**config.mk**
```make
export PLATFORM = sky130hd
export DESIGN_NAME = uart_rx_frame
export DESIGN_NICKNAME = d
export VERILOG_FILES = /design/src/rtl/uart_pkg.sv /design/src/rtl/rx_bit_sampler.sv /design/src/rtl/uart_rx_frame.sv
export SDC_FILE = /design/constraint.sdc
export NUM_CORES = 1
export LEC_CHECK = 0
export BUFFER_PORTS_ARGS = -buffer_cell sky130_fd_sc_hd__buf_2
export CAP_MARGIN = 0
export CORE_ASPECT_RATIO = 0.9
export CORE_MARGIN = 2
export CORE_UTILIZATION = 35
export DETAILED_ROUTE_END_ITERATION = 12
export GPL_ROUTABILITY_DRIVEN = 0
export GPL_TIMING_DRIVEN = 0
export PLACE_DENSITY = 0.53
export SLEW_MARGIN = 20
export SYNTH_ARGS = -nofsm -noshare
export SYNTH_HDL_FRONTEND = slang
export SYNTH_HIERARCHICAL = 1
export SYNTH_SLANG_ARGS = --single-unit
```
**constraint.sdc**
```tcl
create_clock -name clk -period 5 [get_ports clk]
set_clock_uncertainty 0.2 [all_clocks]
set_input_delay 0.75 -clock clk [delete_from_list [all_inputs] [get_ports clk]]
set_output_delay 0.75 -clock clk [all_outputs]
set_load 0.05 [all_outputs]
```
**src/rtl/uart_pkg.sv**
```systemverilog
// Shared UART types and constants for the receive path and the baud controller.
package uart_pkg;

    typedef enum logic [2:0] {
        IDLE,
        START,
        DATA,
        PARITY,
        STOP
    } rx_state_t;

    localparam logic [3:0] SAMPLE_MID = 4'd7;
    localparam logic [3:0] SAMPLE_END = 4'd15;

    // Baud select codes understood by the baud controller
    localparam logic [1:0] BAUD_SEL_9600   = 2'd0;
    localparam logic [1:0] BAUD_SEL_19200  = 2'd1;
    localparam logic [1:0] BAUD_SEL_57600  = 2'd2;
    localparam logic [1:0] BAUD_SEL_115200 = 2'd3;

endpackage

```
**src/rtl/rx_bit_sampler.sv**
```systemverilog
// RxD synchroniser plus 3-sample majority voter over the middle of each bit.
module rx_bit_sampler
    import uart_pkg::*;
(
    input  logic       clk,
    input  logic       reset,
    input  logic       i_tick,
    input  logic [3:0] i_sample_cnt,
    input  logic       i_rxd,
    output logic       o_rxd_s,
    output logic       o_bit_val
);

    logic [1:0] r_sync;
    logic       r_s0;
    logic       r_s1;

    always_ff @(posedge clk or negedge reset) begin
        if (!reset) begin
            r_sync <= 2'b11;
            r_s0   <= 1'b1;
            r_s1   <= 1'b1;
        end else begin
            r_sync <= {r_sync[0], i_rxd};
            if (i_tick && (i_sample_cnt == SAMPLE_MID))
                r_s0 <= r_sync[1];
            if (i_tick && (i_sample_cnt == SAMPLE_MID + 4'd1))
                r_s1 <= r_sync[1];
        end
    end

    assign o_rxd_s = r_sync[1];
    // Third vote is the live sample, so the result is ready on the tick-9 edge
    assign o_bit_val = (r_s0 & r_s1) | (r_s0 & r_sync[1]) | (r_s1 & r_sync[1]);

endmodule

```
**src/rtl/uart_rx_frame.sv**
```systemverilog
// UART frame receiver: start validation, data/parity/stop sampling, status pulses.
module uart_rx_frame
    import uart_pkg::*;
#(
    parameter int DATA_BITS  = 8,
    parameter int OVERSAMPLE = 16,
    parameter int PARITY_EN  = 1
) (
    input  logic                 clk,
    input  logic                 reset,
    input  logic                 sample_ENABLE,
    input  logic                 Rx_EN,
    input  logic                 RxD,
    output logic [DATA_BITS-1:0] Rx_DATA,
    output logic                 Rx_VALID,
    output logic                 Rx_PERROR,
    output logic                 Rx_FERROR
);

    localparam int              BC_W      = $clog2(DATA_BITS);
    localparam logic [3:0]      TICK_END  = 4'(OVERSAMPLE - 1);
    localparam logic [3:0]      TICK_VOTE = SAMPLE_MID + 4'd2;
    localparam logic [BC_W-1:0] BIT_LAST  = BC_W'(DATA_BITS - 1);

    rx_state_t             r_state;
    logic [3:0]            r_sample_cnt;
    logic [BC_W-1:0]       r_bit_cnt;
    logic [DATA_BITS-1:0]  r_shift;
    logic                  r_par_rx;
    logic                  w_rxd_s;
    logic                  w_bit_val;
    logic                  w_perr;
    logic                  w_ferr;

    rx_bit_sampler u_sampler (
        .clk          (clk),
        .reset        (reset),
        .i_tick       (sample_ENABLE),
        .i_sample_cnt (r_sample_cnt),
        .i_rxd        (RxD),
        .o_rxd_s      (w_rxd_s),
        .o_bit_val    (w_bit_val)
    );

    assign w_perr = (PARITY_EN != 0) && (r_par_rx != ^r_shift);
    assign w_ferr = !w_bit_val;

    always_ff @(posedge clk or negedge reset) begin
        if (!reset) begin
            r_state      <= IDLE;
            r_sample_cnt <= 4'd0;
            r_bit_cnt    <= '0;
            r_shift      <= '0;
            r_par_rx     <= 1'b0;
            Rx_DATA      <= '0;
            Rx_VALID     <= 1'b0;
            Rx_PERROR    <= 1'b0;
            Rx_FERROR    <= 1'b0;
        end else begin
            Rx_VALID  <= 1'b0;
            Rx_PERROR <= 1'b0;
            Rx_FERROR <= 1'b0;
            if (!Rx_EN) begin
                r_state      <= IDLE;
                r_sample_cnt <= 4'd0;
                r_bit_cnt    <= '0;
            end else if (sample_ENABLE) begin
                r_sample_cnt <= (r_sample_cnt == TICK_END) ? 4'd0 : r_sample_cnt + 4'd1;
                case (r_state)
                    IDLE: begin
                        r_sample_cnt <= 4'd0;
                        if (!w_rxd_s)
                            r_state <= START;
                    end
                    START: begin
                        if ((r_sample_cnt == SAMPLE_MID) && w_rxd_s) begin
                            r_state      <= IDLE;
                            r_sample_cnt <= 4'd0;
                        end else if (r_sample_cnt == TICK_END) begin
                            r_state   <= DATA;
                            r_bit_cnt <= '0;
                        end
                    end
                    DATA: begin
                        if (r_sample_cnt == TICK_VOTE)
                            r_shift <= {w_bit_val, r_shift[DATA_BITS-1:1]};
                        if (r_sample_cnt == TICK_END) begin
                            if (r_bit_cnt == BIT_LAST)
                                r_state <= (PARITY_EN != 0) ? PARITY : STOP;
                            else
                                r_bit_cnt <= r_bit_cnt + 1'b1;
                        end
                    end
                    PARITY: begin
                        if (r_sample_cnt == TICK_VOTE)
                            r_par_rx <= w_bit_val;
                        if (r_sample_cnt == TICK_END)
                            r_state <= STOP;
                    end
                    STOP: begin
                        // Leave mid-stop-bit so a 1-bit stop still allows back-to-back frames
                        if (r_sample_cnt == TICK_VOTE) begin
                            Rx_DATA      <= r_shift;
                            Rx_PERROR    <= w_perr;
                            Rx_FERROR    <= w_ferr;
                            Rx_VALID     <= !w_perr && !w_ferr;
                            r_state      <= IDLE;
                            r_sample_cnt <= 4'd0;
                            r_bit_cnt    <= '0;
                        end
                    end
                    default: r_state <= IDLE;
                endcase
            end
        end
    end

endmodule

```
# ---- Yosys cells after proc, flatten, opt, wreduce, memory -nomap -nowiden
# Cells that the tools add are included.
dict set report op_classes {
  n_addsub 2
  eq_ne 21
  mux 35
  bitwise 5
  reduce_logical 13
}
# cell n
set ops {}
lappend ops {{$mux 3} 15}
lappend ops {{$ne 3x3->1 const B} 8}
lappend ops {{$mux 4} 5}
lappend ops {{$pmux 3 s5} 1}
lappend ops {{$reduce_and 7->1} 2}
lappend ops {{$eq 4x4->1 const B} 3}
lappend ops {{$mux 1} 12}
lappend ops {{$pmux 4 s3} 1}
lappend ops {{$reduce_and 4->1} 3}
lappend ops {{$pmux 3 s3} 1}
lappend ops {{$reduce_xor 8->1} 1}
lappend ops {{$eq 3x2->1 const B} 2}
lappend ops {{$eq 3x3->1 const B} 2}
lappend ops {{$add 4x1->4 const B} 1}
lappend ops {{$eq 4x3->1 const B} 1}
lappend ops {{$logic_and 1x1->1} 4}
lappend ops {{$ne 4x1->1 const B} 1}
lappend ops {{$ne 4x4->1 const B} 1}
lappend ops {{$add 3x1->3 const B} 1}
lappend ops {{$and 1x1->1} 3}
lappend ops {{$eq 3x1->1 const B} 1}
lappend ops {{$logic_not 3->1} 1}
lappend ops {{$logic_not 1->1} 2}
lappend ops {{$ne 2x2->1 const B} 1}
lappend ops {{2 further kinds} 3}
dict set report word_totals {
  regBits 34
  elab_cells 88
}

# ---- Logic depth before layout (Yosys ltp)
# Gate-level depths: netlist of run 1.
dict set report logic_depth {
  ltp_word 8
  mapped_depth 6
  ltp_nobuf 6
}

# ---- By module
# The synthesis of run 1 kept the hierarchy.
# mod n_inst cells_each area_per_inst_um2
set by_module_without_submodules {}
lappend by_module_without_submodules {uart_rx_frame 1 135 1621.6}
lappend by_module_without_submodules {rx_bit_sampler 1 11 172.7}

# ---- Worst setup path after synthesis of run 1
# OpenSTA, ideal clock, no wires.
dict set report synth_timing {
  path_type {reg-to-reg}
  start {register r_bit_cnt[0]}
  end {register r_bit_cnt[1]}
  setup_time_ps 122
  t_arrival_ps 1781
  required_time_ps 4678
  slack_ps 2897
  path_stages_with_launch 7
  synth_period_minus_slack_ps 2103
  path_cell_list {dfrtp_1 > ha_1 > ha_1 > or3b_2 > a211oi_1 > o21ai_0 > a32o_1}
}
dict set report synth_between {
  elab_chain_len 6
}
# item line
set synth_rtl {}
lappend synth_rtl {{start, declared} uart_rx_frame.sv:27} ;# logic [BC_W-1:0] r_bit_cnt;
lappend synth_rtl {{start signal, assigned} uart_rx_frame.sv:91} ;# r_bit_cnt <= r_bit_cnt + 1'b1;
lappend synth_rtl {{$add 3x1->3} uart_rx_frame.sv:91}
lappend synth_rtl {{$mux 3} uart_rx_frame.sv:88} ;# if (r_bit_cnt == BIT_LAST)
lappend synth_rtl {{$mux 3} uart_rx_frame.sv:87} ;# if (r_sample_cnt == TICK_END) begin
lappend synth_rtl {{$pmux 3 s3} uart_rx_frame.sv:69} ;# case (r_state)
lappend synth_rtl {{$mux 3} uart_rx_frame.sv:67} ;# end else if (sample_ENABLE) begin
lappend synth_rtl {{$mux 3} uart_rx_frame.sv:63} ;# if (!Rx_EN) begin
# Parallel ways exist; a longest one is shown, timed or not. The select of a mux whose other input is x is not followed.
# A chain may end at the register's enable or synchronous reset.

# ---- Final worst setup path of run 1
# Ends and elaborated chain as after synthesis.

==> results of run 1 <==
worst max-delay path, delay by kind of cell (launching register included):
| family | cells | cell delay (ns) |
|---|---|---|
| and+or+nand+nor | 1 | 0.47 |
| adders and majority gates | 2 | 0.43 |
| AOI/OAI and AO/OA | 3 | 0.71 |
| DFF | 1 | 0.40 |
metrics by stage:
stage / utilization (%) / cell area (sq um) / instances / worst slack [ns] / hold slack [ns]
after floorplan: - / 1790 / 146 / 2.90 / 0.145
after global placement: 39.9 / 1950 / 226 / 2.57 / 0.147
after detailed placement: 39.9 / 1950 / 226 / 2.57 / 0.149
after CTS: 41.8 / 2050 / 234 / 2.70 / 0.160
after global routing: 41.8 / 2050 / 234 / 2.59 / 0.165
final: 41.8 / 2050 / 234 / 2.69 / 0.158
flip-flops by register name, indices dropped and copies added, names as in the netlist, 2 cells and up:
| register | count |
|---|---|
| r_state | 3 |
| u_sampler/r_sync | 2 |
| r_shift | 8 |
| Rx_DATA | 8 |
| r_bit_cnt | 3 |
| r_sample_cnt | 4 |
final cells by class:
cell class              count  area, sq um  area share, %
plain buffers               6         31.3           1.53
clock buffers               6         82.6           4.04
clock inverters             2         12.5          0.612
inverters                   4         15.0          0.734
multi-input cells         102          892           43.6
flip-flops and latches     34          856           41.8
well taps                  65         81.3           3.98
repair buffers             15         75.1           3.67
how the worst max path moves through the flow:
stage,startpoint,to,slack [ns]
3_5_place_dp,Rx_EN,r_shift[1]$_DFFE_PN0P_,2.57
2_1_floorplan,r_bit_cnt[0]$_DFFE_PN0P_,r_bit_cnt[1]$_DFFE_PN0P_,2.90
5_1_grt,r_bit_cnt[0]$_DFFE_PN0P_,r_bit_cnt[1]$_DFFE_PN0P_,2.59
4_1_cts,r_bit_cnt[0]$_DFFE_PN0P_,r_bit_cnt[1]$_DFFE_PN0P_,2.70
6_report,r_bit_cnt[0]$_DFFE_PN0P_,r_bit_cnt[1]$_DFFE_PN0P_,2.69
3_3_place_gp,Rx_EN,r_shift[1]$_DFFE_PN0P_,2.57
routing by layer:
metal  vias up  wire, um
met4         0        56
met2        35      1670
met1       611      1670
li1        587         -
met3         7       192
met5         -         0
kinds of logic after synthesis:
logic type / after synthesis / synth area share (%)
xor+xnor: 7 / 4.18
mux: 19 / 13.8
simple gates: 44 / 17.9
flops: 34 / 47.7
fa+ha+maj: 5 / 3.35
buf+inv: 10 / 2.58
compound gates: 27 / 10.5
cells in the mapped netlist, types with 2 or more instances:
library cell | number | share of area, %
nor4_1 | 2 | 0.70
o21ai_0 | 5 | 1.4
clkbuf_1 | 4 | 0.84
nand4_1 | 3 | 1.0
inv_1 | 4 | 0.84
nor2_1 | 4 | 0.84
a211oi_1 | 3 | 1.3
nand2b_1 | 2 | 0.70
dfrtp_1 | 30 | 42
a21oi_1 | 4 | 1.1
xnor2_1 | 4 | 2.0
mux2_4 | 9 | 7.5
o22ai_1 | 2 | 0.70
nor2b_1 | 4 | 1.4
mux2_2 | 10 | 6.3
a22oi_1 | 2 | 0.84
nand3_1 | 3 | 0.84
a32o_1 | 2 | 1.1
nand2_1 | 7 | 1.5
ha_1 | 4 | 2.8
nor4b_2 | 2 | 1.7
o31ai_1 | 3 | 1.3
dfstp_2 | 4 | 5.9
xor2_1 | 2 | 0.98
and2_1 | 3 | 1.0
report_power, final:
part           leakage [nW]  switching, mW  internal [mW]
registers             0.459         0.0161          0.285
clock network        0.0472          0.106          0.111
logic                 0.439         0.0542         0.0330
==> results.cfg, run 1 <==
[clock_tree]
cts_hold_buf = 0
clk_pin_slew_ns = 0.07
post-cts-setup-buffers = 0
clkLatencyLatePin_ns = 0.29
ctsResizeCount = 0
cts_buffer_depth = 2
cts_sinks = 34
cts_buffers = 5
cts_tree = built
cts_max_level = 2
cts-root-buf = clkbuf_8

[timing]
finalSetupTns_ns = 0
period_share_pct = 46.2
fmax_ghz = 0.433
finalSetupViolCount = 0
hold_violations = 0
rsz0062_at_grt = no
max-slew-margin-rel_pct = 48.4
period_needed_ns = 2.31
maxSlewViolCount = 0
worst_pin_slew_ns = 0.773

[critical_path]
worstSetupEndpointType = flop
r2r_cells = 6
cp_slowest_cell = or3b_2
start_kind = flop
r2r_start = r_bit_cnt[0]$_DFFE_PN0P_
crit_top_cell = ha_1
reg2reg_to = r_bit_cnt[1]$_DFFE_PN0P_
path_class = reg2reg
arrival_ns = 2.29
critical_path.max_stage_delay_ns = 0.47
critPathMaxFanout = 3
path_cells = ha_1, ha_1, or3b_2, a211oi_1, o21ai_0, a32o_1
worstPathRequired_ns = 4.98
ff2ff_setup_slack_ns = 2.69

[outcome]
status = complete, no violations

[route]
drt-wirelength-per-cell_um = 15.3
wl_um = 3590
routed_via_density = 5.30
antenna_left = 0
firstDrtPassIters = 4
drt_iter0_drc = 54
drc = 0
vias = 1240

[placed_design]
dp_hpwl_um = 2490
io_buffers = 15

[grt]
overflow = 0
grt_util_all_layers_pct = 14.0
grt_start_max_net_pins = 35
grt_antenna_before_repair = 0
grt_pass1_wl_um = 6100
use_met2_pct = 20.2
grt_pass1_vias = 1220
gr-usage-met3_pct = 3.86
use_met1_pct = 20.0
grt-busiest-layer = met2

[cells_and_area]
final_common_cell = dfrtp_1
fill_cells = 465
nets = 177
drive_gt1_share_pct = 33.7
mostFrequentLayoutCells = dfrtp_1 (30), buf_2 (16), mux2_2 (10), mux2_4 (9), nand2_1 (7)
areaGrowthSynthToFinish_pct = 14.0
diodes = 0

[synthesis]
netlist_area_sq_um = 1790
synthFlopType = dfrtp_1
avgSynthCellArea_sq_um = 12.3
synth_warnings = 6
synth-seq-cells = 34
async_flop_share_pct = 100
seq_area_frac_synth_pct = 47.7
synth_edf_count = 0
synth_cell_types = 49
netlist_instances = 146
syn_nets = 155

[hold_path]
min_to = u_sampler/r_sync[1]$_DFF_PN1_
hold_depth = 0
min_path_type = reg2reg
hold_path_startpoint = u_sampler/r_sync[0]$_DFF_PN1_

[power_and_ir_drop]
peakVddDrop_v = 0.000134
leakage_nw = 0.945
power_density_nw_per_um2 = 296
p_total_uw = 605

[floorplan]
num_rows = 24
die_w_um = 79.5
coreArea_sq_um = 4890
die-height_um = 71.9
start_util_pct = 36.7
io_pins = 16
die_area_sq_um = 5720

[job]
max-cap-violations = 0
Note: power is estimated with default switching activity, not from simulation.
==> run 2, diff against run 1 <==
PLACE_DENSITY = 0.54   (was 0.53)
clock period = 2 ns   (was 5 ns; I/O delays follow)
==> results.cfg, run 2 (same netlist as run 1, synthesis figures left out) <==
[outcome]
status = complete, but fails checks
violations = negative setup slack

[critical_path]
cp_slowest_cell = dfrtp_1
path_class = reg2reg
path_cells = ha_2, ha_4, or3b_4, a211oi_2, o21ai_2, a32o_1
worstSetupEndpointType = flop
start_kind = flop
arrival_ns = 2.02
cp_num_buf_inv = 0
worstPathRequired_ns = 1.98
crit_family = compound AO/OA/AOI/OAI gates
critPathMaxFanout = 3
critical_path.max_stage_delay_ns = 0.40

[timing]
hold_violations = 0
hold_slack_ns = 0.165
period_needed_ns = 2.04
fmax_ghz = 0.490
period_share_pct = 102
maxSlewViolCount = 0
rsz0062_at_grt = yes
layout_setup_ws_ns = -0.0414
finalSetupViolCount = 3
max-slew-margin-rel_pct = 49.2
worst_pin_slew_ns = 0.762

[placed_design]
io_buffers = 15
dp_hpwl_um = 2450

[route]
vias = 1286
drt-wirelength-per-cell_um = 15.1
routed_via_density = 5.19
firstDrtPassIters = 4
drc = 0
wl_um = 3750
antenna_left = 0
drt_iter0_drc = 72

[grt]
grt_antenna_before_repair = 0
grt_pass1_vias = 1269
grt_util_all_layers_pct = 14.7
overflow = 0
grt_pass1_wl_um = 6410
grt_start_max_net_pins = 35

[power_and_ir_drop]
seqPwrFrac_pct = 44.7
p_total_mw = 1.69
peakVddDrop_v = 0.000486
power_density_nw_per_um2 = 746
p_comb_share_pct = 17.3
p_sw_uw = 443
leakage_nw = 1.06
swShare_pct = 26.1
p_int_mw = 1.25
power.share.clock_pct = 38.0

[cells_and_area]
diodes = 0
reg_top3 = Rx_DATA: 8 flops, r_shift: 8 flops, r_sample_cnt: 4 flops
final_common_cell = dfrtp_1
drive_gt1_share_pct = 43.7
areaGrowthSynthToFinish_pct = 26.5
nets = 191
mostFrequentLayoutCells = dfrtp_1 (28), buf_2 (16), mux2_2 (10), buf_4 (10), mux2_4 (9)

[clock_tree]
clk_pin_slew_ns = 0.07
cts_max_level = 2
cts_buffers = 5
cts_tree = built
cts_buffer_depth = 2
cts-root-buf = clkbuf_8
cts_sinks = 34
clkLatencyLatePin_ns = 0.28

[job]
max-cap-violations = 0

[hold_path]
min_path_type = reg2reg

[floorplan]
die_w_um = 79.5
die-height_um = 71.9
coreArea_sq_um = 4890
die_area_sq_um = 5720
io_pins = 16
start_util_pct = 36.7
num_rows = 24
run 2: cell count changes in the layout (fill, tap and decap cells not counted), moves of 2 or more:
cell           before  now
ha_1                4    0
ha_4                0    2
ha_2                0    2
dfrtp_1            30   28
dfrtp_2             0    2
dlygate4sd3_1       0    2
buf_4               0   10
run 2: layout make-up:
cell class / instances / area, sq um
Tap cell: 65 / 81.3
Clock buffer: 7 / 86.3
Fill cell: 435 / 2630
Inverter: 4 / 15.0
Multi-Input combinational cell: 102 / 961
Clock inverter: 1 / 30.0
Buffer: 6 / 36.3
Timing Repair Buffer: 29 / 201
Sequential cell: 34 / 858
run 2: per-layer routing:
| layer | global-route usage [%] | vias to the layer above | wire length (um) |
|---|---|---|---|
| met4 | 6.90 | 0 | 55 |
| met5 | 0 | - | 0 |
| met1 | 20.2 | 643 | 1800 |
| met2 | 21.8 | 25 | 1740 |
| li1 | - | 613 | - |
| met3 | 3.73 | 5 | 155 |
run 2: path summary, 6_finish.rpt:
check / from / endpoint / slack, ns / cells after the start
worst min register to register: u_sampler/r_sync[0]$_DFF_PN1_ / u_sampler/r_sync[1]$_DFF_PN1_ / 0.17 / 0
worst min-delay path: u_sampler/r_sync[0]$_DFF_PN1_ / u_sampler/r_sync[1]$_DFF_PN1_ / 0.17 / 0
min in group asynchronous: reset / r_sample_cnt[3]$_DFFE_PN0N_ / 0.43 / 2
max in group asynchronous: reset / r_sample_cnt[1]$_DFFE_PN0N_ / 0.65 / 2
worst max register to register: r_bit_cnt[1]$_DFFE_PN0P_ / r_bit_cnt[1]$_DFFE_PN0P_ / -0.04 / 6
worst max-delay path: r_bit_cnt[1]$_DFFE_PN0P_ / r_bit_cnt[1]$_DFFE_PN0P_ / -0.04 / 6
run 2: through the flow:
step / cell area (sq um) / TNS, ns / setup WS, ns / utilization [%] / instances
after floorplan: 1800 / 0 / 0.0265 / - / 146
after global placement: 1960 / -2.03 / -0.211 / 40.0 / 226
after detailed placement: 1960 / -2.06 / -0.186 / 40.0 / 226
after CTS: 2170 / -0.150 / -0.0674 / 44.4 / 240
after global routing: 2270 / -0.524 / -0.104 / 46.4 / 248
final: 2270 / -0.0748 / -0.0414 / 46.4 / 248
run 2: power by group through the flow:
stage	registers, mW	clock network [mW]	logic, mW
5_1_grt	0.759	0.688	0.329
3_3_place_gp	0.763	0	0.213
3_5_place_dp	0.764	0	0.219
2_1_floorplan	0.753	0	0.167
6_report	0.757	0.644	0.293
4_1_cts	0.752	0.667	0.234
run 2: repair_timing:
action / CTS / global route
pin swaps: 4 / 5
gates resized for setup: 11 / 9
hold buffers: 2 / 0
setup endpoints to repair: 20 / 21
setup buffers: 4 / 8
endpoints found under the hold margin: 31 / 0
==> run 3, diff against run 2 <==
ABC_AREA = 1   (was not set)
ABC_CLOCK_PERIOD_IN_PS = 2000   (was not set)
REMOVE_ABC_BUFFERS = 1   (was not set)
==> results.cfg, run 3 <==
[timing]
max-slew-margin-rel_pct = 49.8
finalSetupTns_ns = 0
period_share_pct = 88.9
worst_pin_slew_ns = 0.752
period_needed_ns = 1.78
maxSlewViolCount = 0
finalSetupViolCount = 0
layout_setup_ws_ns = 0.221
fmax_ghz = 0.562
rsz0062_at_grt = no
hold_violations = 0

[critical_path]
cp_slowest_cell = dfrtp_1
cp_num_buf_inv = 1
critPathMaxFanout = 16
crit_family = simple AND/OR/NAND/NOR gates
worstSetupEndpointType = flop
path_class = reg2reg
critical_path.max_stage_delay_ns = 0.42
worstPathRequired_ns = 1.98
arrival_ns = 1.75
start_kind = flop
path_cells = inv_1, ha_1, nand3_1, nor2_4, nand2_2, nand2_1, o21ai_2

[synthesis]
async_flop_share_pct = 100
synth.area.top_cells = dfrtp_1 (40%), nand2_1 (15%), o21ai_2 (7.5%)
synth-xor-area-share_pct = 0.935
synthAdderAreaFrac_pct = 3.27
synth_edf_count = 0
synthFlopType = dfrtp_1
synth_top_family_by_area = simple AND/OR/NAND/NOR gates
synth_mux_area_share_pct = 0
synth-seq-cells = 34
synth_cell_types = 25
yosysTopAreaCellShare_pct = 40.1
synth_warnings = 6
synth_commonest_cells = nand2_1 (73), dfrtp_1 (30), inv_1 (26)
seq_area_frac_synth_pct = 45.7
netlist_instances = 231
synthSimpleGateAreaFrac_pct = 31.3
avgSynthCellArea_sq_um = 8.11
yosysTopAreaCell = dfrtp_1
synth.most_common_cell = nand2_1
synth_compound_area_share_pct = 10.6
netlist_area_sq_um = 1870

[floorplan]
coreArea_sq_um = 5190
die_area_sq_um = 5950
start_util_pct = 36.1
io_pins = 16
num_rows = 25
die-height_um = 73.4
die_w_um = 81.1

[route]
wl_um = 3430
firstDrtPassIters = 4
drt-wirelength-per-cell_um = 10.8
vias = 1457
drt_iter0_drc = 45
antenna_left = 0
drc = 0
routed_via_density = 4.57

[power_and_ir_drop]
leakage_nw = 1.07
power_density_nw_per_um2 = 822
p_total_mw = 1.74
peakVddDrop_v = 0.000443

[outcome]
status = complete, no violations

[clock_tree]
cts_tree = built
cts-root-buf = clkbuf_8
cts_hold_buf = 2
ctsResizeCount = 0
cts_sinks = 34
clk_pin_slew_ns = 0.07
cts_buffer_depth = 2
cts_buffers = 5
clkLatencyLatePin_ns = 0.30
post-cts-setup-buffers = 0
cts_max_level = 2

[cells_and_area]
fill_cells = 550
drive_gt1_share_pct = 23.4
reg_top3 = Rx_DATA: 8 flops, r_shift: 8 flops, r_sample_cnt: 4 flops
mostFrequentLayoutCells = nand2_1 (73), dfrtp_1 (30), inv_1 (26), nand3_1 (18), o21ai_2 (16)
areaGrowthSynthToFinish_pct = 13.4
diodes = 0
nets = 260
final_common_cell = nand2_1

[grt]
gr-usage-met3_pct = 5.16
grt_pass1_wl_um = 6100
overflow = 0
grt_util_all_layers_pct = 13.6
grt_start_max_net_pins = 35
use_met1_pct = 18.1
grt_antenna_before_repair = 0
grt_pass1_vias = 1379
grt-busiest-layer = met2
use_met2_pct = 19.9

[placed_design]
io_buffers = 15
pre_cts_ws_ns = 0.209
dp_hpwl_um = 2420

[hold_path]
min_path_type = reg2reg

[job]
max-cap-violations = 0
run 3: through the flow:
step / cells / hold slack [ns] / instance area (sq um) / utilization, %
6_report: 319 / 0.157 / 2120 / 40.9
3_3_place_gp: 309 / 0.147 / 1990 / 38.3
5_1_grt: 319 / 0.166 / 2120 / 40.9
3_5_place_dp: 309 / 0.151 / 1990 / 38.3
2_1_floorplan: 227 / -0.196 / 1830 / -
4_1_cts: 319 / 0.148 / 2120 / 40.9
run 3: worst register-to-register path, delay by kind of cell, from the launching register on:
kind                     cells  cell delay, ns
buffers and inverters        1            0.09
AO/OA/AOI/OAI                1            0.05
AND/OR/NAND/NOR              4            0.77
flip-flops                   1            0.42
adder cells (fa/ha/maj)      1            0.14
run 3: power breakdown:
part | switching, mW | internal (mW)
clock network | 0.257 | 0.406
logic | 0.199 | 0.0970
registers | 0.0619 | 0.724
run 3: final timing paths:
check	from	end	slack, ns	cells past startpoint
worst max register to register	r_sample_cnt[1]$_DFFE_PN0N_	r_shift[2]$_DFFE_PN0P_	0.22	7
max in group asynchronous	reset	r_bit_cnt[0]$_DFFE_PN0P_	0.71	2
min in group asynchronous	reset	r_shift[1]$_DFFE_PN0P_	0.41	2
worst min-delay path	u_sampler/r_sync[0]$_DFF_PN1_	u_sampler/r_sync[1]$_DFF_PN1_	0.16	0
worst max-delay path	r_sample_cnt[1]$_DFFE_PN0N_	r_shift[2]$_DFFE_PN0P_	0.22	7
worst min register to register	u_sampler/r_sync[0]$_DFF_PN1_	u_sampler/r_sync[1]$_DFF_PN1_	0.16	0
run 3: cell families after synthesis:
family,count (synthesis)
adders and majority gates,5
and+or+nand+nor,130
DFF,34
buffers and inverters,33
xor gates and xnor gates,2
AOI/OAI and AO/OA,27
run 3: final cells by class:
type	instances	area, sq um	area share [%]
Inverter	29	109	5.13
Timing Repair Buffer	17	95.1	4.48
Tap cell	67	83.8	3.95
Clock inverter	1	30.0	1.41
Clock buffer	7	86.3	4.07
Sequential cell	34	856	40.3
Multi-Input combinational cell	164	863	40.7
run 3: metal layers:
metal / vias to the layer above / wire, um
li1: 773 / -
met1: 662 / 1740
met2: 18 / 1530
met3: 4 / 121
met4: 0 / 44
met5: - / 0
